===== src/rtl/vram_arbiter.sv =====
// -----------------------------------------------------------------------------
// vram_arbiter
//
// Purpose:
//   Shares the single external VRAM port between the renderer (real-time,
//   priority requester) and the MPU (background requester). At most one
//   command is accepted per clock. The VRAM command outputs are registered.
//   Read results are steered back to their owner through a fixed-latency tag
//   pipeline. A starvation guard forces an MPU win after MPU_MAX_WAIT
//   consecutive denied MPU request cycles.
//
// Handshake (both requesters):
//   A requester raises req with its command (wr/be/addr/data) and holds them
//   stable until grant is high. The command is accepted on the rising clock
//   edge where grant = 1. A new command may be presented in the very next
//   cycle, so back-to-back grants to one requester are allowed. Grants are
//   combinational and at most one is high in any cycle.
//
// Ports:
//   clk, reset                  clock, asynchronous active-high reset
//   ren_req/wr/be/addr/data_in  renderer command in
//   ren_grant, ren_valid        renderer accept strobe, read result valid
//   mpu_req/wr/be/addr/data_in  MPU command in
//   mpu_grant, mpu_valid        MPU accept strobe, read result valid
//   rd_data                     registered read data, shared by both owners
//   vram_en/rd/wr/be/addr/data_out  registered VRAM command
//   vram_data_in                VRAM read data
// -----------------------------------------------------------------------------
module vram_arbiter #(
   parameter int ADDR_WIDTH   = 16,
   parameter int DATA_WIDTH   = 16,
   parameter int READ_LATENCY = 2,
   parameter int MPU_MAX_WAIT = 8
) (
   input  logic                  clk,
   input  logic                  reset,
   // renderer
   input  logic                  ren_req,
   input  logic                  ren_wr,
   input  logic [1:0]            ren_be,
   input  logic [ADDR_WIDTH-1:0] ren_addr,
   input  logic [DATA_WIDTH-1:0] ren_data_in,
   output logic                  ren_grant,
   output logic                  ren_valid,
   // MPU
   input  logic                  mpu_req,
   input  logic                  mpu_wr,
   input  logic [1:0]            mpu_be,
   input  logic [ADDR_WIDTH-1:0] mpu_addr,
   input  logic [DATA_WIDTH-1:0] mpu_data_in,
   output logic                  mpu_grant,
   output logic                  mpu_valid,
   // shared read return
   output logic [DATA_WIDTH-1:0] rd_data,
   // VRAM port
   output logic                  vram_en,
   output logic                  vram_rd,
   output logic                  vram_wr,
   output logic [1:0]            vram_be,
   output logic [ADDR_WIDTH-1:0] vram_addr,
   output logic [DATA_WIDTH-1:0] vram_data_out,
   input  logic [DATA_WIDTH-1:0] vram_data_in
);

   localparam logic [7:0] WAIT_LIMIT = 8'(MPU_MAX_WAIT);

   // starvation guard
   logic [7:0]            r_wait_cnt;
   logic                  w_force_mpu;

   // arbitration and winner mux
   logic                  w_ren_grant;
   logic                  w_mpu_grant;
   logic                  w_any_grant;
   logic                  w_sel_wr;
   logic [1:0]            w_sel_be;
   logic [ADDR_WIDTH-1:0] w_sel_addr;
   logic [DATA_WIDTH-1:0] w_sel_data;

   // registered VRAM command
   logic                  r_vram_en;
   logic                  r_vram_rd;
   logic                  r_vram_wr;
   logic [1:0]            r_vram_be;
   logic [ADDR_WIDTH-1:0] r_vram_addr;
   logic [DATA_WIDTH-1:0] r_vram_data_out;

   // read tag pipeline: bit 0 is the newest stage, bit READ_LATENCY-1 is the
   // stage whose data is on vram_data_in during the current cycle
   logic [READ_LATENCY-1:0] r_tag_rd;
   logic [READ_LATENCY-1:0] r_tag_mpu;

   // read return
   logic                  r_ren_valid;
   logic                  r_mpu_valid;
   logic [DATA_WIDTH-1:0] r_rd_data;

   // ---------------------------------------------------------------------------
   // Arbitration. The renderer wins ties unless the MPU has waited its limit.
   // Grants are held low in reset so every output reads 0 while reset is high.
   // ---------------------------------------------------------------------------
   assign w_force_mpu = (r_wait_cnt == WAIT_LIMIT);
   assign w_ren_grant = ~reset & ren_req & ~(w_force_mpu & mpu_req);
   assign w_mpu_grant = ~reset & mpu_req & (~ren_req | w_force_mpu);
   assign w_any_grant = w_ren_grant | w_mpu_grant;

   assign w_sel_wr    = w_mpu_grant ? mpu_wr      : ren_wr;
   assign w_sel_be    = w_mpu_grant ? mpu_be      : ren_be;
   assign w_sel_addr  = w_mpu_grant ? mpu_addr    : ren_addr;
   assign w_sel_data  = w_mpu_grant ? mpu_data_in : ren_data_in;

   // ---------------------------------------------------------------------------
   // Starvation counter: counts consecutive denied MPU request cycles and
   // saturates at the limit; any MPU win or an idle MPU clears it.
   // ---------------------------------------------------------------------------
   always_ff @(posedge clk or posedge reset) begin
      if (reset) begin
         r_wait_cnt <= 8'd0;
      end else if (!mpu_req || w_mpu_grant) begin
         r_wait_cnt <= 8'd0;
      end else if (r_wait_cnt != WAIT_LIMIT) begin
         r_wait_cnt <= r_wait_cnt + 8'd1;
      end
   end

   // ---------------------------------------------------------------------------
   // Command issue. Address and write data hold when idle so the VRAM bus does
   // not toggle needlessly; write data also holds across reads.
   // ---------------------------------------------------------------------------
   always_ff @(posedge clk or posedge reset) begin
      if (reset) begin
         r_vram_en       <= 1'b0;
         r_vram_rd       <= 1'b0;
         r_vram_wr       <= 1'b0;
         r_vram_be       <= 2'b00;
         r_vram_addr     <= '0;
         r_vram_data_out <= '0;
      end else begin
         r_vram_en <= w_any_grant;
         r_vram_rd <= w_any_grant & ~w_sel_wr;
         r_vram_wr <= w_any_grant & w_sel_wr;
         r_vram_be <= w_any_grant ? w_sel_be : 2'b00;
         if (w_any_grant) begin
            r_vram_addr <= w_sel_addr;
         end
         if (w_any_grant && w_sel_wr) begin
            r_vram_data_out <= w_sel_data;
         end
      end
   end

   // ---------------------------------------------------------------------------
   // Read tag pipeline. A tag enters stage 0 on the grant edge, i.e. it sits in
   // stage 0 during the vram_en cycle T and in stage READ_LATENCY-1 during
   // cycle T+READ_LATENCY-1, when the VRAM data is valid. Clearing on reset
   // drops every in-flight read.
   // ---------------------------------------------------------------------------
   always_ff @(posedge clk or posedge reset) begin
      if (reset) begin
         r_tag_rd  <= '0;
         r_tag_mpu <= '0;
      end else begin
         r_tag_rd  <= (r_tag_rd << 1)  | READ_LATENCY'(w_any_grant & ~w_sel_wr);
         r_tag_mpu <= (r_tag_mpu << 1) | READ_LATENCY'(w_mpu_grant);
      end
   end

   // ---------------------------------------------------------------------------
   // Read return: capture VRAM data for the oldest tag and raise only the
   // owner's valid for one cycle. rd_data holds between reads.
   // ---------------------------------------------------------------------------
   always_ff @(posedge clk or posedge reset) begin
      if (reset) begin
         r_ren_valid <= 1'b0;
         r_mpu_valid <= 1'b0;
         r_rd_data   <= '0;
      end else begin
         r_ren_valid <= r_tag_rd[READ_LATENCY-1] & ~r_tag_mpu[READ_LATENCY-1];
         r_mpu_valid <= r_tag_rd[READ_LATENCY-1] &  r_tag_mpu[READ_LATENCY-1];
         if (r_tag_rd[READ_LATENCY-1]) begin
            r_rd_data <= vram_data_in;
         end
      end
   end

   assign ren_grant     = w_ren_grant;
   assign mpu_grant     = w_mpu_grant;
   assign ren_valid     = r_ren_valid;
   assign mpu_valid     = r_mpu_valid;
   assign rd_data       = r_rd_data;
   assign vram_en       = r_vram_en;
   assign vram_rd       = r_vram_rd;
   assign vram_wr       = r_vram_wr;
   assign vram_be       = r_vram_be;
   assign vram_addr     = r_vram_addr;
   assign vram_data_out = r_vram_data_out;

endmodule


===== config.mk =====
export PLATFORM = sky130hd
export DESIGN_NAME = vram_arbiter
export DESIGN_NICKNAME = d
export VERILOG_FILES = /design/src/rtl/vram_arbiter.sv
export SDC_FILE = /design/constraint.sdc
export NUM_CORES = 1
export LEC_CHECK = 0
export CAP_MARGIN = 40
export CORE_UTILIZATION = 40
export CTS_CLUSTER_SIZE = 8
export DETAILED_ROUTE_END_ITERATION = 12
export DONT_BUFFER_PORTS = 1
export SLEW_MARGIN = 20
export SYNTH_ARGS = -nofsm -noshare
export SYNTH_HDL_FRONTEND = slang
export SYNTH_SLANG_ARGS = --single-unit
export TNS_END_PERCENT = 100

===== constraint.sdc =====
create_clock -name clk -period 2.4 [get_ports clk]
set_input_delay 0.72 -clock clk [delete_from_list [all_inputs] [get_ports clk]]
set_output_delay 0.72 -clock clk [all_outputs]
set_load 0.05 [all_outputs]

### Word level (Yosys, flattened, before mapping)

Cells that the tools add are included.

* register bits: 67
* input bits: 90
* output and inout port bits: 57
* logic and storage cells: 46

* add/sub/neg operators: 1
* equal/unequal tests: 2
* muxes and demuxes: 7
* bitwise operators: 20
* reduce and logical (&&, ||, !) cells: 4

Operators by type and width (number)
* 16-bit 2-to-1 mux: 2
* 8-bit 2-to-1 mux: 2
* 1-bit bitwise AND: 9
* 8-bit by 1-bit adder with 8-bit output (second input constant): 1
* 8-bit by 4-bit equality test with 1-bit output (second input constant): 1
* 8-bit by 4-bit inequality test with 1-bit output (second input constant): 1
* 1-bit NOT: 5
* 2-bit 2-to-1 mux: 2
* 1-bit by 2-bit bitwise AND with 2-bit output: 1
* 1-bit NOT with 2-bit output: 1
* 1-bit OR: 2
* 2-bit by 1-bit OR with 2-bit output: 1
* 2-bit OR: 1
* 2-bit nonzero test: 1
* 1-bit logical AND: 1
* 1-bit logical NOT: 1
* 1-bit logical OR: 1
* 1-bit 2-to-1 mux: 1

### Logic depth before layout (Yosys ltp)

* word-level depth: 7
* mapped depth: 8
* gate-level depth less buffers: 6

### Worst setup path before layout

No wires, ideal clock.

* path type: input port to flip-flop
* start point: input reset
* end point: register r_vram_data_out[0] (netlist: vram_data_out[0])
* setup time: 130 ps
* arrival time: 3106 ps
* required time: 2270 ps
* path slack: -836 ps
* stages on the path: 5
* buffers on the path: 1
* cell sequence: inv_1 -> nand2_1 -> clkbuf_1 -> o21ai_0 -> a31oi_2

* word-level cells in the longest chain between the ends: 5
* elaborated cells between the ends (all ways): 9
* those cells by class: mux: 2; bitwise: 6; reduce/logical: 1

Ends and longest elaborated chain
* start: declaration: RTL line 36 `input logic reset,`
* 1-bit NOT *: RTL line 103, 104
* 1-bit bitwise AND, on equally long branches (2 in a row): RTL line 103, 104
* 1-bit OR or 1-bit 2-to-1 mux (tied branches): RTL line 105, 107
* 1-bit logical AND: RTL line 146 `if (w_any_grant && w_sel_wr) begin`
* end signal: assignment: RTL line 147 `r_vram_data_out <= w_sel_data;`
* end: declaration: RTL line 86 `logic [DATA_WIDTH-1:0] r_vram_data_out;`

Every way passes the cells marked *; elsewhere a longest branch is shown, timed or not.
A chain may end at the register's enable or synchronous reset.

### Final worst setup path

* start point: register r_wait_cnt[1]
* end point: output mpu_grant

* word-level cells in the longest chain between the ends: 3

Ends and longest elaborated chain
* start: declaration: RTL line 68 `logic [7:0] r_wait_cnt;`
* start signal: assignment: RTL line 122 `r_wait_cnt <= r_wait_cnt + 8'd1;`
* 8-bit by 4-bit equality test with 1-bit output: RTL line 102 `assign w_force_mpu = (r_wait_cnt == WAIT_LIMIT);`
* 1-bit OR: RTL line 104 `assign w_mpu_grant = ~reset & mpu_req & (~ren_req | w_force_mpu);`
* 1-bit bitwise AND: RTL line 104
* end: declaration: RTL line 51 `output logic mpu_grant,`

No other way between the ends.

==> qor.txt <==
result of the run - complete, but fails checks
violations in the final reports - negative setup slack
area of the multi-input gates - 1308 um^2
share of the synthesized area in the top cell type - 53.53%
count of different cell masters after synthesis - 37
storage element area - 1652 um^2
worst path required time - 1.68 ns
post-route total power - 3.505 mW
startpoint type of the worst setup path - flip-flop
DR DRC count - 0
RePlAce Congestion - 0.7685
vertical die dimension - 89.83 um
GRT Overall Usage - 19.12%
endpoint of the lowest-slack register-to-register path - vram_addr[12]
Crit Reg-Reg Startpoint - r_wait_cnt[1]
number of port buffers - 0
launching instance or port of the critical path - r_wait_cnt[1]
final-report setup violation count - 2
number of cells on the worst reg-to-reg path - 7
maximum net fanout on the critical path - 3
Avg Cell Area, Syn - 11.69 um^2
total power divided by cell area - 980.1 nW/um^2
standard-cell row count - 31
setup TNS - -0.4027 ns
count of pins over their slew limit - 0
Crit Path Category - reg -> out
cell area after synthesis - 3085 um^2
Setup WS post-layout - -0.2095 ns
Syn Inst Count - 264
Final Instance Count excl. Fillers - 382
total number of H-tree levels - 3
placeable core region - 7370 um^2
Synth area leader - dfrtp_1
net count after synthesis - 356
Detailed Routing Iterations Pass 1 - 4
number of antenna violations at the first check in global routing - 0
global-route wire length before repair - 12140 um
Final Hold Fails - 0
Clock Sinks - 66
maximum clock insertion buffer count - 2
final worst clock skew - 0.009552 ns
transition time at the pin with the least slew margin - 0.6853 ns
Core Util, Final - 48.52%
setup repair after global routing missed its margin - true
number of global-route vias before repair - 2281
critical path arrival - 1.89 ns
endpoint of the worst setup timing path - mpu_grant
Leak - 1.443 nW
post-layout net count - 370
Inst Count DP - 361
final routed wire length divided by cell count - 19.33 um
shortest clock period the worst path allows after layout - 2.609 ns
Routed WL - 7383 um
worst-case vdd ir drop - 0.3633 mV
sequential cell area fraction in the yosys report - 53.53%
root buffer cell - clkbuf_8
Min-Delay Path Class - in -> async
highest attainable clock frequency - 0.3832 GHz
final HPWL from detailed placement - 5241 um
fraction of layout instances using a drive strength above 1 - 30.74%
cts bufs inserted - 9
Fillers - 657
detailed-route vias per instance - 5.937
maximum number of pins on one net before global-route repair - 56
total via count after detailed routing - 2268
worst rel slew slack - 54.31%
post-route antenna net violation count - 0
type of element capturing the critical path - primary output
total of hold buffers inserted after clock tree synthesis - 0
worst hold margin - 0.3179 ns
GR Overflow Total - 0
final worst path period share - 108.7%
initial core utilization - 41.87%
synthesized flop and latch total - 66
num ports - 147
Initial DRC Count - 113
max-capacitance violation count - 0
Synth area leaders - dfrtp_1 54%, mux2_2 5.8%, a31oi_1 5.3%
die extent in x - 89.83 um
Area Growth Syn to Fin - 15.90%
clock tree from TritonCTS - yes
worst setup slack for register-to-register paths - 0.44 ns
yosys warns - 0
worst skew pair latency - 0.33 ns
antenna fix cells - 0
floorplan die area - 8069 um^2
clock slew seen by the registers of the worst setup and hold paths - 0.08 ns
[final cells by class]
type,instances,area share [%]
Tap cell,99,3.464
Clock buffer,10,3.849
Multi-Input combinational cell,171,36.56
Sequential cell,66,46.19
Inverter,7,0.9447
Clock inverter,6,3.849
Timing Repair Buffer,23,5.143
[timing repair]
| item | in CTS | in global routing |
|---|---|---|
| resized for setup | 7 | 1 |
| cloned | 0 | 0 |
| endpoints found under the setup margin | 2 | 2 |
| setup buffers | 5 | 0 |
| pin swaps | 4 | 0 |
[metal layers]
| metal | wire, um | GRT usage [%] | vias up | part of all wire [%] |
|---|---|---|---|---|
| li1 | - | - | 1015 | - |
| met1 | 3132 | 24.19 | 1123 | 42 |
| met2 | 3432 | 29.36 | 117 | 46 |
| met3 | 658 | 7.783 | 13 | 8.9 |
| met4 | 160 | 7.104 | 0 | 2.2 |
| met5 | 0 | 0 | - | 0 |
[stage by stage]
stage / instance area [um^2] / setup slack [ns]
4_1_cts: 3576 / -0.2501
3_3_place_gp: 3217 / 0.06921
2_1_floorplan: 3128 / -0.1260
6_report: 3576 / -0.2095
5_1_grt: 3576 / -0.2959
3_5_place_dp: 3239 / 0.05298
[placed cells by master, fill, tap and decap left out, types with 3 or more instances in the layout]
cell type | synthesis | routed
dfrtp_1 | 66 | 66
a31oi_1 | 26 | 26
nand3_1 | 24 | 24
buf_4 | 0 | 20
mux2_2 | 16 | 16
nand2b_1 | 16 | 16
o21ai_0 | 20 | 13
clkbuf_8 | 0 | 10
o221a_1 | 9 | 9
o21ai_1 | 1 | 7
o221a_2 | 7 | 7
nor2_1 | 7 | 6
a31oi_2 | 6 | 6
xor2_1 | 6 | 6
a21oi_1 | 4 | 4
bufinv_16 | 0 | 4
inv_2 | 0 | 3
a21boi_0 | 3 | 3
buf_6 | 7 | 3
[kinds of logic after synthesis]
logic type               synth area share (%)
multiplexers                            6.164
AO/OA/AOI/OAI                           20.24
adder cells (fa/ha/maj)                0.8109
flip-flops                              53.53
AND/OR/NAND/NOR                         12.45
XOR/XNOR                                1.703
buffers and inverters                   5.110
[power by group]
part / leakage, nW / switching [mW] / internal, mW
clock: 0.137 / 0.420 / 0.827
sequential: 0.783 / 0.633 / 1.25
combinational: 0.523 / 0.181 / 0.192
[cell usage after synthesis]
cell type,instances
buf_6,7
o221ai_1,1
nand2b_1,16
o2111a_1,1
and3_1,2
o21ai_1,1
nand2_1,3
nor2_1,7
or3b_2,1
nand3_1,24
a21oi_1,4
nor3b_2,1
xor2_1,6
o21ai_0,20
and3_2,2
nor4b_4,1
a31oi_2,6
or4b_4,1
o221a_1,9
a211oi_2,1
nor3_1,1
dfrtp_1,66
ha_1,2
inv_1,7
nand3_2,1
nor2b_1,2
buf_2,3
clkbuf_1,10
mux2i_1,1
and2_1,1
nand2_2,1
a211o_1,2
mux2_2,16
a21boi_0,3
a31oi_1,26
o221a_2,7
o21ai_2,1
[state kept, by name (all words and copies together) (netlist names)]
signal         cells
vram_be            2
r_tag_mpu          2
vram_data_out     16
ren_valid          1
r_tag_rd           2
vram_wr            1
vram_addr         16
r_wait_cnt         8
vram_en            1
rd_data           16
mpu_valid          1
[worst min path at each step]
stage / startpoint / to / slack [ns] / cells after the start
floorplan: r_tag_mpu[0] / r_tag_mpu[1] / 0.33 / 0
finish: reset / vram_wr / 0.32 / 2
detailed placement: r_tag_mpu[0] / r_tag_mpu[1] / 0.34 / 0
CTS: reset / vram_wr / 0.29 / 2
global placement: r_tag_mpu[0] / r_tag_mpu[1] / 0.34 / 0
global route: reset / vram_wr / 0.29 / 2
[worst max-delay path: stages, from the launching register on]
cell        delay (ns)
dfrtp_1           0.39
inv_2             0.08
ha_4              0.13
or4b_4            0.49
o21ai_2           0.16
nand2_2           0.09
clkinvlp_4        0.22
No activity file was read; power rests on OpenSTA's default activity.
